## config.mk

```make
export PLATFORM = sky130hd
export DESIGN_NAME = fsm_seq_core
export DESIGN_NICKNAME = d
export VERILOG_FILES = /design/src/rtl/fsm_seq_pkg.sv /design/src/rtl/step_counter.sv /design/src/rtl/fsm_seq_core.sv
export SDC_FILE = /design/constraint.sdc
export NUM_CORES = 1
export LEC_CHECK = 0
export CAP_MARGIN = 20
export CORE_ASPECT_RATIO = 0.7
export CORE_MARGIN = 3
export CORE_UTILIZATION = 38
export CTS_CLUSTER_SIZE = 8
export DETAILED_ROUTE_END_ITERATION = 8
export GPL_ROUTABILITY_DRIVEN = 0
export PLACE_DENSITY = 0.68
export REMOVE_ABC_BUFFERS = 1
export SYNTH_ARGS = -nofsm -noshare
export SYNTH_HDL_FRONTEND = slang
export SYNTH_SLANG_ARGS = --single-unit
```

## constraint.sdc

```tcl
create_clock -name clk -period 2.6 [get_ports clk]
set_clock_uncertainty 0.05 [all_clocks]
set_input_delay 0.39 -clock clk [delete_from_list [all_inputs] [get_ports clk]]
set_output_delay 0.39 -clock clk [all_outputs]
set_load 0.1 [all_outputs]
```

## src/rtl/fsm_seq_pkg.sv

```systemverilog
// Shared command encodings and control-state type for the debugger-stepped
// sequence FSM.
package fsm_seq_pkg;

  localparam logic [1:0] CMD_CLR  = 2'b00;
  localparam logic [1:0] CMD_UP   = 2'b01;
  localparam logic [1:0] CMD_DOWN = 2'b10;
  localparam logic [1:0] CMD_LOAD = 2'b11;

  typedef enum logic {
    RUN  = 1'b0,
    HALT = 1'b1
  } ctrl_t;

endpackage

```

## src/rtl/step_counter.sv

```systemverilog
// Saturating up-counter with synchronous clear; counts enabled debugger steps.
module step_counter #(
  parameter int STEPW = 16
) (
  input  logic             clk,
  input  logic             clr_i,
  input  logic             en_i,
  output logic [STEPW-1:0] cnt_o
);

  logic [STEPW-1:0] cnt_q;

  always_ff @(posedge clk) begin
    if (clr_i)                  cnt_q <= '0;
    else if (en_i && cnt_q != '1) cnt_q <= cnt_q + 1'b1;
  end

  assign cnt_o = cnt_q;

endmodule

```

## src/rtl/fsm_seq_core.sv

```systemverilog
// DEPTH-state sequence counter advanced only on debugger-granted steps, with
// up/down/load/clear commands, wrap or saturate-to-HALT, and event pulses.
module fsm_seq_core
  import fsm_seq_pkg::*;
#(
  parameter int DEPTH = 16,
  parameter int WIDTH = $clog2(DEPTH),
  parameter bit WRAP  = 1'b1,
  parameter int STEPW = 16
) (
  input  logic             clk,
  input  logic             reset,
  input  logic             clk_enable,
  input  logic [1:0]       x_in,
  input  logic [WIDTH-1:0] load_val,
  output logic [WIDTH-1:0] z_out,
  output logic [WIDTH-1:0] current_state_debug,
  output logic             halted,
  output logic             tc,
  output logic             load_err,
  output logic [STEPW-1:0] step_count
);

  // Range checks are done one bit wider so DEPTH is always representable.
  localparam logic [WIDTH:0]   DEPTH_X = (WIDTH+1)'(DEPTH);
  localparam logic [WIDTH-1:0] MAXV    = WIDTH'(DEPTH - 1);

  ctrl_t            state_q, state_d;
  logic [WIDTH-1:0] cnt_q, cnt_d;
  logic             tc_q, tc_d;
  logic             lerr_q, lerr_d;
  logic             load_ok, cnt_bad;
  logic [WIDTH-1:0] load_cnt;

  assign load_ok  = {1'b0, load_val} < DEPTH_X;
  assign cnt_bad  = {1'b0, cnt_q} >= DEPTH_X;
  assign load_cnt = load_ok ? load_val : '0;

  always_comb begin
    state_d = state_q;
    cnt_d   = cnt_q;
    tc_d    = 1'b0;
    lerr_d  = 1'b0;
    if (clk_enable) begin
      case (state_q)
        RUN: begin
          case (x_in)
            CMD_CLR: cnt_d = '0;
            CMD_UP: begin
              if (cnt_q == MAXV) begin
                tc_d = 1'b1;
                if (WRAP) cnt_d = '0;
                else      state_d = HALT;
              end else begin
                cnt_d = cnt_q + 1'b1;
              end
            end
            CMD_DOWN: begin
              if (cnt_q == '0) begin
                tc_d = 1'b1;
                if (WRAP) cnt_d = MAXV;
                else      state_d = HALT;
              end else begin
                cnt_d = cnt_q - 1'b1;
              end
            end
            CMD_LOAD: begin
              cnt_d  = load_cnt;
              lerr_d = !load_ok;
            end
          endcase
        end
        HALT: begin
          // Only CLR/LOAD leave HALT; UP/DOWN hold the saturated count.
          if (x_in == CMD_CLR) begin
            state_d = RUN;
            cnt_d   = '0;
          end else if (x_in == CMD_LOAD) begin
            state_d = RUN;
            cnt_d   = load_cnt;
            lerr_d  = !load_ok;
          end
        end
        default: state_d = RUN;
      endcase
      if (cnt_bad) cnt_d = '0;
    end
  end

  always_ff @(posedge clk) begin
    if (reset) begin
      state_q <= RUN;
      cnt_q   <= '0;
      tc_q    <= 1'b0;
      lerr_q  <= 1'b0;
    end else begin
      state_q <= state_d;
      cnt_q   <= cnt_d;
      tc_q    <= tc_d;
      lerr_q  <= lerr_d;
    end
  end

  step_counter #(.STEPW(STEPW)) u_step (
    .clk   (clk),
    .clr_i (reset),
    .en_i  (clk_enable),
    .cnt_o (step_count)
  );

  assign z_out = (state_q == RUN && (x_in == CMD_UP || x_in == CMD_DOWN)) ? cnt_q : '0;
  assign current_state_debug = cnt_q;
  assign halted   = (state_q == HALT);
  assign tc       = tc_q;
  assign load_err = lerr_q;

endmodule
```

==> impl_metrics.csv, run 1 <==
group,metric,value,unit
global_routing,grt_pass1_vias,1190,
power,power_density,429,nW/um^2
yosys,synth-edff-count,0,
sta,fmax,424,MHz
yosys,yosysWarnings,0,
global_routing,track_usage,0.159,
yosys,synthCells,161,
clock_tree,clkSinkCount,22,
power,fin_total_pwr,752,uW
yosys,async_reset_ff_frac,0,
global_routing,met2_usage,0.256,
global_routing,grt_first_pass_wirelength,5590,microns
worst_setup_path,required,2.16,ns
yosys,synth-main-ff-cell,"dfxtp_1",
final_layout,fillers,307,
global_routing,use_met1,0.212,
power,swShare,0.324,
worst_setup_path,start_kind,"input pin",
worst_setup_path,cp_slowest_cell,"clkdlybuf4s50_1",
yosys,synth_seq_cells,22,
power,p_leak,0.000678,uW
yosys,ys_types,44,
floorplanning,ioPinCount,36,
power,clock_power_share,0.270,
power,comb_power_share,0.250,
detailed_routing,dr.pass1.iters,4,
final_layout,num_antenna_cells,0,
placement,dp_cells,237,
detailed_routing,via_count,1327,
worst_setup_path,worstPathArrival,1.92,ns
yosys,netlist_top_cells_count,"22 x dfxtp_1, 16 x a21oi_1, 10 x o21ai_0",
floorplanning,die_w,77.0,microns
power,pwr-share-seq,0.479,
yosys,yosysTopAreaCell,"dfxtp_1",
clock_tree,ctsResizeCount,0,
floorplanning,rows,17,
sta,drv_slew,0,
worst_setup_path,reg2reg_depth,6,
status,outcome,"completed",
sta,worst_slack,0.244,ns
clock_tree,cts_setup_buffers,0,
detailed_routing,drtIter0Drc,73,
yosys,avgSynthCellArea,8.33,sq um
sta,relSlewSlack,0.471,
placement,port_buffers,34,
final_layout,final_layout_size_suffix_gt1_frac,0.212,
detailed_routing,drc,0,
yosys,yosysTopAreaCellShare,0.328,
yosys,synth.area.top_cells,"dfxtp_1 33%, ha_1 6.5%, a21oi_1 6.0%, o21ai_0 3.7%, o31ai_1 2.8%",
worst_setup_path,crit_fanout,5,
floorplanning,dieArea,4290,sq um
sta,worstMarginPinSlew,0.791,ns
sta,rsz0062_at_grt,"false",
floorplanning,start_util,0.412,
worst_setup_path,worstPathCellList,"clkdlybuf4s50_1, inv_1, ha_1, nor2b_1, and2_1, buf_12",
clock_tree,root_buffer,"clkbuf_8",
final_layout,layout.cells.non_filler,240,
power,ir_drop,217,uV
global_routing,antenna_found_initial,0,
final_layout,multiInputGateArea,833,sq um
global_routing,grt_max_degree,21,
global_routing,grt.busiest_layer,"met2",
worst_setup_path,cpPeakStageDelay,0.51,ns
clock_tree,clk-insertion-delay-late,0.26,ns
sta,min_period_over_period,0.906,
worst_setup_path,endpoint_kind,"output pin",
placement,place_ws,0.227,ns
detailed_routing,wl_per_cell,14.8,microns
floorplanning,die_h,55.7,microns
hold_path,worstHoldPathCells,2,
global_routing,grt-ovfl-total,0,
global_routing,grt_util_met3,0.0421,
hold_path,min_path_type,"flip-flop to flip-flop",
clock_tree,postCtsHoldBufs,0,
sta,fin_crit,2.36,ns
detailed_routing,vias_per_cell,5.53,
yosys,synth.most_common_cell,"dfxtp_1",
final_layout,layout.nets,211,
final_layout,areaGrowthSynthToFinish,30.6,%
sta,hold_viol,0,
detailed_routing,wirelength,3550,microns
clock_tree,cts_buffers,3,
floorplanning,core-area,3250,sq um
clock_tree,cts_tree,"done",
placement,dp.final_hpwl,2700,microns
clock_tree,clockBufferDepth,2,
clock_tree,h-tree-depth,1,
yosys,yosysSeqAreaShare,0.328,
final_layout,register_area,440,sq um
yosys,syn_area,1340,sq um
power,switching_power,243,uW
worst_setup_path,criticalPathCategory,"input pin to output pin",
sta,whs,0.470,ns
sta,setup_violations,0,
detailed_routing,ant_nets,0,
job,drv_cap,0,
clock_tree,clk_pin_slew,0.08,ns
power,p_int,508,uW
==> power groups by stage <==
stage | combinational [uW] | sequential [uW] | clock (uW)
floorplan | 74.5 | 417 | 0
global placement | 183 | 367 | 0
detailed placement | 188 | 367 | 0
CTS | 188 | 360 | 211
global route | 198 | 362 | 227
finish | 188 | 360 | 203
==> per-layer routing <==
| layer | vias to the layer above | share of wire |
|---|---|---|
| li1 | 659 | - |
| met1 | 637 | 0.48 |
| met2 | 29 | 0.47 |
| met3 | 2 | 0.039 |
| met5 | - | 0 |
| met4 | 0 | 0.0073 |
==> logic make-up after synthesis <==
kind of cell,Yosys count,synth area share
xor+xnor,3,0.0196
other cells,1,0.00280
fa+ha+maj,7,0.0653
compound gates,46,0.220
simple gates,61,0.274
mux,5,0.0392
buf+inv,16,0.0504
flops,22,0.328
==> state kept, by name, indices dropped and copies added (netlist names) <==
name and count:
tc 1, halted 1, current_state_debug 4, u_step.cnt_o 16
==> per-stage QoR <==
stage,instance area [sq um],setup TNS [ns],util
3_5_place_dp,1710,0,0.526
6_report,1750,0,0.538
5_1_grt,1750,0,0.538
4_1_cts,1750,0,0.538
3_3_place_gp,1710,0,0.526
2_1_floorplan,1300,-2.40,-
==> critical path, delay by kind of cell <==
kind	cells	cell delay, ns
buf+inv	3	0.77
simple gates	2	0.45
fa+ha+maj	1	0.31
==> area by class of cell <==
cell class | count | area share
tap | 47 | 0.0336
inverter | 8 | 0.0171
timing repair buffer | 37 | 0.199
clock buffer | 3 | 0.0236
multi-input combinational | 123 | 0.476
sequential | 22 | 0.251
==> path summary, 6_finish.rpt <==
check	startpoint	endpoint	slack, ns
hold reg to reg	u_step.cnt_o[7]	u_step.cnt_o[7]	0.47
hold / removal	u_step.cnt_o[7]	u_step.cnt_o[7]	0.47
setup reg to reg	u_step.cnt_o[0]	u_step.cnt_o[1]	0.52
setup / recovery	x_in[0]	z_out[3]	0.24
==> placed cells by master (no fill, tap or decap), types with 2 or more instances in the layout <==
cell type / netlist / layout
buf_4: 2 / 25
dfxtp_1: 22 / 22
a21oi_1: 16 / 16
o21ai_0: 10 / 10
inv_1: 8 / 8
nor2_1: 8 / 8
nand2_1: 8 / 8
clkdlybuf4s50_1: 0 / 8
ha_1: 7 / 7
nand3_1: 6 / 6
o31ai_1: 5 / 5
or4_1: 5 / 5
nor2b_1: 4 / 4
and2_1: 4 / 4
nand4_1: 4 / 4
nor3_1: 4 / 4
or3_1: 4 / 4
buf_12: 0 / 4
mux2i_1: 3 / 3
xor2_1: 3 / 3
nand2b_1: 3 / 3
clkbuf_8: 0 / 3
nand4_2: 2 / 2
mux2_2: 2 / 2
nand3b_1: 2 / 2
a221oi_1: 2 / 2
a31oi_1: 2 / 2
Power figures use the tool's default switching activity.
==> run 2, diff against run 1 <==
--- a/config.mk
+++ b/config.mk
@@ -6,13 +6,13 @@
 export NUM_CORES = 1
 export LEC_CHECK = 0
 export CAP_MARGIN = 20
-export CORE_ASPECT_RATIO = 0.7
+export CORE_ASPECT_RATIO = 1.75
 export CORE_MARGIN = 3
 export CORE_UTILIZATION = 38
 export CTS_CLUSTER_SIZE = 8
 export DETAILED_ROUTE_END_ITERATION = 8
 export GPL_ROUTABILITY_DRIVEN = 0
-export PLACE_DENSITY = 0.68
+export PLACE_DENSITY_LB_ADDON = 0.08
 export REMOVE_ABC_BUFFERS = 1
 export SYNTH_ARGS = -nofsm -noshare
 export SYNTH_HDL_FRONTEND = slang
==> impl_metrics.csv, run 2 (synthesis results as in run 1) <==
group,metric,value,unit
worst_setup_path,start_kind,"input pin",
worst_setup_path,reg2reg_depth,6,
floorplanning,die_h,84.6,microns
final_layout,fin_area,1750,sq um
final_layout,final_layout_size_suffix_gt1_frac,0.212,
worst_setup_path,crit_fanout,5,
final_layout,num_antenna_cells,0,
sta,hold_viol,0,
sta,min_period_over_period,0.935,
sta,drv_slew,0,
final_layout,final_cell_mix,"25 x buf_4, 22 x dfxtp_1, 16 x a21oi_1",
final_layout,final_common_cell,"buf_4",
power,ir_drop,333,uV
floorplanning,dieArea,4310,sq um
clock_tree,ctsResizeCount,0,
placement,port_buffers,34,
clock_tree,root_buffer,"clkbuf_8",
sta,fin_crit,2.43,ns
placement,dp.final_hpwl,2610,microns
final_layout,largest_reg_flops,16,
clock_tree,clk-insertion-delay-late,0.26,ns
detailed_routing,wirelength,3330,microns
global_routing,antenna_found_initial,0,
detailed_routing,via_count,1313,
detailed_routing,drtIter0Drc,31,
global_routing,grt_pass1_vias,1287,
sta,whs,0.469,ns
hold_path,min_path_type,"flip-flop to flip-flop",
floorplanning,start_util,0.409,
detailed_routing,drc,0,
clock_tree,clk_pin_slew,0.07,ns
global_routing,grt_first_pass_wirelength,5540,microns
detailed_routing,vias_per_cell,5.56,
clock_tree,cts_setup_buffers,0,
sta,setup_violations,0,
detailed_routing,wl_per_cell,14.1,microns
job,drv_cap,0,
detailed_routing,ant_nets,0,
global_routing,track_usage,0.160,
worst_setup_path,endpoint_kind,"output pin",
floorplanning,core-area,3280,sq um
power,power_density,430,nW/um^2
clock_tree,cts_buffers,3,
power,p_leak,0.000678,uW
clock_tree,clockBufferDepth,2,
floorplanning,ioPinCount,36,
worst_setup_path,criticalPathCategory,"input pin to output pin",
floorplanning,die_w,50.9,microns
worst_setup_path,worstPathArrival,1.99,ns
placement,placed_cell_area,1710,sq um
clock_tree,cts_tree,"done",
floorplanning,rows,27,
hold_path,worstHoldPathCells,2,
final_layout,areaGrowthSynthToFinish,30.2,%
sta,rsz0062_at_grt,"false",
clock_tree,postCtsHoldBufs,0,
final_layout,fillers,324,
status,outcome,"completed",
clock_tree,h-tree-depth,1,
sta,fmax,411,MHz
final_layout,layout.nets,211,
worst_setup_path,required,2.16,ns
detailed_routing,dr.pass1.iters,4,
clock_tree,clkSinkCount,22,
global_routing,grt-ovfl-total,0,
global_routing,grt_max_degree,18,
[run 2: cell counts in the layout (fill, tap and decap cells not counted)]
No cell type changed its count.
[run 2: where the power goes]
part           total, uW  switching (uW)  internal [uW]
clock                207             103            103
sequential           359            14.8            344
combinational        186             125           60.8
total                751             243            508
[run 2: final timing paths]
check                                      start                to  slack, ns
worst min register to register  u_step.cnt_o[14]  u_step.cnt_o[14]       0.47
worst max-delay path                     x_in[0]          z_out[3]       0.17
worst max register to register   u_step.cnt_o[0]   u_step.cnt_o[1]       0.53
worst min-delay path            u_step.cnt_o[14]  u_step.cnt_o[14]       0.47
[run 2: final cells by class]
| cell class | instances | area (sq um) | area share |
|---|---|---|---|
| Clock buffer | 3 | 41.3 | 0.0236 |
| Inverter | 8 | 30.0 | 0.0172 |
| Multi-Input combinational cell | 123 | 833 | 0.477 |
| Sequential cell | 22 | 440 | 0.252 |
| Tap cell | 43 | 53.8 | 0.0308 |
| Timing Repair Buffer | 37 | 348 | 0.199 |
[run 2: critical path, stage by stage]
cell	delay (ns)
clkdlybuf4s50_1	0.51
inv_1	0.08
ha_1	0.29
nor2b_1	0.30
and2_1	0.23
buf_12	0.18
[run 2: metrics by stage]
step | setup WS, ns | util | TNS [ns] | power [uW] | std cells
final | 0.168 | 0.533 | 0 | 751 | 236
after global routing | 0.0504 | 0.533 | 0 | 779 | 236
after CTS | 0.138 | 0.533 | 0 | 757 | 236
after detailed placement | 0.140 | 0.520 | 0 | 553 | 233
after global placement | 0.213 | 0.520 | 0 | 551 | 233
after floorplan | -0.348 | - | -2.40 | 491 | 153
[run 2: per-layer routing]
| metal | track usage | vias up | share of wire |
|---|---|---|---|
| met1 | 0.165 | 617 | 0.38 |
| met3 | 0.0231 | 4 | 0.047 |
| li1 | - | 661 | - |
| met4 | 0.0588 | 0 | 0.010 |
| met2 | 0.307 | 31 | 0.56 |
| met5 | 0 | - | 0 |
==> RTL edit 1, RTL diff (config.mk and constraints of run 2) <==
Register the outputs `z_out` and `halted`, with the module's reset; this adds one clock of latency there. The other outputs are not delayed to match.
--- a/src/rtl/fsm_seq_core.sv
+++ b/src/rtl/fsm_seq_core.sv
@@ -108,9 +108,16 @@
     .cnt_o (step_count)
   );
 
-  assign z_out = (state_q == RUN && (x_in == CMD_UP || x_in == CMD_DOWN)) ? cnt_q : '0;
   assign current_state_debug = cnt_q;
-  assign halted   = (state_q == HALT);
+  always_ff @(posedge clk) begin
+    if (reset) begin
+      z_out  <= '0;
+      halted <= '0;
+    end else begin
+      z_out  <= (state_q == RUN && (x_in == CMD_UP || x_in == CMD_DOWN)) ? cnt_q : '0;
+      halted <= (state_q == HALT);
+    end
+  end
   assign tc       = tc_q;
   assign load_err = lerr_q;
 
Formal check against the unedited RTL: not equivalent (Yosys sat finds a counterexample within 4 cycles, from zero or initial values and one cycle with reset high).
==> RTL edit 1 against run 2 <==
Synthesized area rose by 8.5%. Sequential share of layout area rose by 4.6 points. Worst setup slack improved by 0.42 ns. Count of clock-buffer cells in the layout rose by 1. Hold slack improved by 0.0037 ns. Cell area rose by 3.7%. Critical path type is now in -> reg. Highest routed layer unchanged. First-iteration DRC count rose by 23%. Sequential cell count rose by 5. Power rose by 12%. Routed wire length rose by 10%.
==> RTL edit 1: results (changes against run 2) <==
Status -> complete, no violations
Leak pwr -> 0.702 nW (+3.5%)
DP Area -> 1770 sq um (+3.5%)
Vias -> 1433 (+9.1%)
Share of cells above drive strength 1 -> 0.183 (-0.0293)
Global-route wire length before repair -> 5920 um (+6.9%)
Post-synthesis cell type count -> 46 (+4.5%)
1st-iter DRT viols -> 38 (+23%)
Hold path startpoint -> u_step.cnt_o[11]$_SDFFE_PP0P_
Worst vdd ir -> 0.317 mV (-4.8%)
WHS Endpoint -> u_step.cnt_o[11]$_SDFFE_PP0P_
CP peak stage delay -> 0.45 ns (-0.06 ns)
Post-synthesis xor/xnor area fraction -> 0.0181 (-0.00153)
Setup bufs post-CTS -> 0 (unchanged)
Clock Latency Late Sink -> 0.27 ns
WL/cell -> 14.8 um (+4.8%)
Syn Area/Cell -> 8.56 sq um (+2.7%)
Commonest cells in the netlist -> dfxtp_1 (27), a21oi_1 (13), nand2_1 (9)
Reg2reg end -> current_state_debug[1]$_SDFFE_PP0P_
Placed Instances -> 244 (+4.7%)
Worst Tran Pin Value -> 0.628 ns
CP delay by family, top -> compound AO/OA/AOI/OAI gates
Synth Area in Compound Gates -> 0.218 (-0.00261)
Proportion of synthesized area in mux cells -> 0.0138 (-0.0254)
Pre-CTS WS -> 0.325 ns (+0.185 ns)
Reg2Reg Launch Point -> current_state_debug[0]$_SDFFE_PP0P_
Hold path depth -> 2 (unchanged)
Clock buffer count from CTS -> 3 (unchanged)
Vias in the first global route -> 1327 (+3.1%)
Crit-path max FO -> 6 (+1)
Top cells by area, synth -> dfxtp_1 (37%), ha_1 (6.0%), a21oi_1 (4.5%)
Largest net degree at the start of global routing -> 16 (-2)
Arrival time worst endpoint -> 2.11 ns (+0.12 ns)
Hold Slack -> 0.472 ns (+0.00367 ns)
Area delta synth->final -> 24.4%
GRT Total Usage -> 0.169 (+0.00913)
Worst-case reg-to-reg path depth -> 6 (unchanged)
Drt via density -> 5.78 (+3.9%)
Adder-cell share of the synthesized area -> 0.0602 (-0.00511)
Power, Total -> 0.841 mW (+12%)
Sequential-to-total area share from yosys stat -> 0.371 (+0.0431)
Fill count -> 363 (+12%)
CTS clk-pin slew, worst paths -> 0.09 ns (+0.02 ns)
Final net count -> 219 (+3.8%)
Final HPWL DP -> 2900 um (+11%)
R2r setup slk -> 0.67 ns (+0.14 ns)
RTL edit 1: cell types whose count changed in the layout (fill, tap and decap cells not counted), sizes merged, moves of 3 or more:
cell,change
a31oi,+3
and3,+3
a21oi,-3
nor4,+4
dfxtp,+5
RTL edit 1: layer usage:
| metal | up-vias | global-route usage | share of wire |
|---|---|---|---|
| li1 | 707 | - | - |
| met1 | 671 | 0.156 | 0.37 |
| met2 | 43 | 0.328 | 0.54 |
| met3 | 12 | 0.0256 | 0.046 |
| met4 | 0 | 0.0977 | 0.041 |
| met5 | - | 0 | 0 |
RTL edit 1: area by class of cell:
class | instances | area share
Clock buffer | 4 | 0.0249
Sequential cell | 27 | 0.299
Tap cell | 46 | 0.0318
Timing Repair Buffer | 36 | 0.160
Inverter | 7 | 0.0145
Multi-Input combinational cell | 128 | 0.470
RTL edit 1: worst register-to-register path: stages, from the launching register on:
cell,delay [ns]
dfxtp_1,0.54
inv_1,0.11
ha_1,0.32
mux2i_1,0.11
o21ai_0,0.15
or3b_2,0.45
a21oi_1,0.12
RTL edit 1: worst max-delay path by stage:
stage          slack, ns                             endpoint  cells after the start
6_report            0.59  current_state_debug[3]$_SDFFE_PP0P_                      6
5_1_grt             0.31  current_state_debug[3]$_SDFFE_PP0P_                      6
4_1_cts             0.62  current_state_debug[3]$_SDFFE_PP0P_                      6
3_5_place_dp        0.32  current_state_debug[3]$_SDFFE_PP0P_                      6
3_3_place_gp        0.45         u_step.cnt_o[9]$_SDFFE_PP0P_                      5
2_1_floorplan       0.19  current_state_debug[1]$_SDFFE_PP0P_                      6
RTL edit 1: power breakdown:
part	leakage (nW)	switching (mW)	internal (mW)	total, mW
clock	0.0228	0.126	0.110	0.236
combinational	0.460	0.116	0.0510	0.167
sequential	0.219	0.0157	0.422	0.438
total	0.702	0.258	0.583	0.841
==> RTL edit 2, RTL diff (settings of run 2) <==
Made on the original files. Set the parameter `WRAP` to 1'b0 (it was 1'b1).
--- a/src/rtl/fsm_seq_core.sv
+++ b/src/rtl/fsm_seq_core.sv
@@ -5,7 +5,7 @@
 #(
   parameter int DEPTH = 16,
   parameter int WIDTH = $clog2(DEPTH),
-  parameter bit WRAP  = 1'b1,
+  parameter bit WRAP  = 1'b0,
   parameter int STEPW = 16
 ) (
   input  logic             clk,
Function: changed (Yosys sat finds a counterexample within 4 cycles, from zero or initial values and one cycle with reset high).
==> RTL edit 2 against run 2 <==
Routed wire length is 16% higher. Register-to-register slack better by 0.08 ns. Count of clock-buffer cells in the layout stayed put. Worst setup slack better by 0.023 ns. Power is 21% higher. Cell area is 9.8% higher. Cell count is 11% higher. Fmax is 0.96% higher. Synthesized area is 7.6% higher. Global-route usage is 2.2 points higher. Sequential cell count stayed put.
==> RTL edit 2: results (changes against run 2) <==
Final net count -> 233 (+10%)
H-Tree Level Count -> 1 (unchanged)
Max reg flops -> 16 (unchanged)
CTS Hold Bufs -> 0 (unchanged)
CP max stage cell -> clkdlybuf4s50_1
Reg2Reg Launch Point -> u_step.cnt_o[0]$_SDFFE_PP0P_
Commonest cells in the netlist -> dfxtp_1 (22), a21oi_1 (15), nand2_1 (14)
Global-route wire length before repair -> 6470 um (+17%)
Diode count -> 0 (unchanged)
Worst Tran Pin Value -> 0.571 ns
Met3 usage -> 0.0223 (-0.000792)
Fill count -> 368 (+14%)
Vias -> 1470 (+12%)
Final HPWL DP -> 3110 um (+19%)
CP delay by family, top -> buffers and inverters
Reg2reg end -> u_step.cnt_o[8]$_SDFFE_PP0P_
Crit-path max FO -> 5 (unchanged)
Min-delay worst type -> reg -> reg
Worst vdd ir -> 0.298 mV (-10%)
Hold path startpoint -> u_step.cnt_o[1]$_SDFFE_PP0P_
DRT Pass-1 Iters -> 4 (unchanged)
Clock buffer count from CTS -> 3 (unchanged)
Leak pwr -> 0.774 nW (+14%)
Worst-case reg-to-reg path depth -> 5 (-1)
Met1 GRT Util -> 0.173 (+0.00774)
Post-synthesis cell type count -> 45 (+2.3%)
Top cells by area, synth -> dfxtp_1 (31%), ha_1 (6.9%), mux2_2 (5.5%)
Setup bufs post-CTS -> 0 (unchanged)
Status -> complete, no violations
Clock Latency Late Sink -> 0.27 ns
Sequential-to-total area share from yosys stat -> 0.305 (-0.0231)
GR Util met2 -> 0.350 (+0.0428)
1st-iter DRT viols -> 26 (-16%)
CTS Root Cell -> clkbuf_8
Setup_tns -> 0 ns (unchanged)
Largest net degree at the start of global routing -> 14 (-4)
CP peak stage delay -> 0.53 ns (+0.02 ns)
CTS clk-pin slew, worst paths -> 0.07 ns (about the same)
Initial antenna violation count -> 0 (unchanged)
IO buf count -> 34 (unchanged)
Vias in the first global route -> 1517 (+18%)
Share of cells above drive strength 1 -> 0.247 (+0.0341)
Top FF cell, synth -> dfxtp_1
WL final -> 3860 um (+16%)
Internal -> 0.625 mW (+23%)
Synth async-reset ratio -> 0 (unchanged)
Hold path depth -> 2 (unchanged)
R2r setup slk -> 0.61 ns (+0.08 ns)
WHS Endpoint -> u_step.cnt_o[1]$_SDFFE_PP0P_
CTS Buffer Depth -> 2 (unchanged)
Ys Warns -> 0 (unchanged)
Arrival time worst endpoint -> 1.97 ns (-0.02 ns)
GRT Total Usage -> 0.181 (+0.0217)
[RTL edit 2: worst max path at each step]
stage | startpoint | end | slack (ns) | cells past startpoint
2_1_floorplan | u_step.cnt_o[0]$_SDFFE_PP0P_ | u_step.cnt_o[8]$_SDFFE_PP0P_ | 0.01 | 5
3_3_place_gp | x_in[0] | current_state_debug[3]$_SDFFE_PP0P_ | 0.12 | 8
3_5_place_dp | x_in[0] | current_state_debug[3]$_SDFFE_PP0P_ | 0.07 | 8
4_1_cts | x_in[1] | z_out[3] | 0.09 | 6
5_1_grt | x_in[1] | z_out[0] | 0.07 | 6
6_report | x_in[1] | z_out[3] | 0.19 | 6
[RTL edit 2: repair_timing]
item | in CTS | in global routing
resized for setup | 0 | 1
hold endpoints to repair | 0 | 0
setup endpoints to repair | 0 | 4
[RTL edit 2: through the flow]
stage | setup WS (ns) | std cells | hold slack [ns] | area, sq um
2_1_floorplan | 0.0135 | 171 | 0.409 | 1420
3_3_place_gp | 0.121 | 257 | 0.449 | 1840
3_5_place_dp | 0.0705 | 257 | 0.461 | 1840
4_1_cts | 0.0871 | 261 | 0.479 | 1920
5_1_grt | 0.0684 | 261 | 0.519 | 1920
6_report | 0.191 | 261 | 0.477 | 1920
[RTL edit 2: area by class of cell]
type | instances | share of cell area
Multi-Input combinational cell | 141 | 0.494
Inverter | 8 | 0.0157
Sequential cell | 22 | 0.230
Clock buffer | 3 | 0.0215
Tap cell | 46 | 0.0300
Clock inverter | 1 | 0.0157
Timing Repair Buffer | 40 | 0.193
[RTL edit 2: per-layer routing]
layer / wire length, um / vias to the layer above
met5: 0 / -
met4: 94 / 0
met3: 160 / 12
met2: 2230 / 51
met1: 1370 / 684
li1: - / 723
[RTL edit 2: logic make-up after synthesis]
kind of cell	after synthesis	synth area share
AO/OA/AOI/OAI	42	0.183
XOR/XNOR	3	0.0182
adder cells (fa/ha/maj)	8	0.0694
buffers and inverters	13	0.0390
flip-flops	22	0.305
multiplexers	9	0.0685
other	1	0.00260
AND/OR/NAND/NOR	78	0.314
[RTL edit 2: tightest hold or removal path, stage by stage, from the launching register on]
cell,delay [ns]
dfxtp_1,0.35
nand2_1,0.07
mux2i_1,0.05
[RTL edit 2: power groups by stage]
stage / combinational, mW / sequential, mW / clock, mW
floorplan: 0.0928 / 0.429 / 0
global placement: 0.225 / 0.369 / 0
detailed placement: 0.229 / 0.370 / 0
CTS: 0.229 / 0.362 / 0.333
global route: 0.244 / 0.365 / 0.344
finish: 0.229 / 0.362 / 0.319
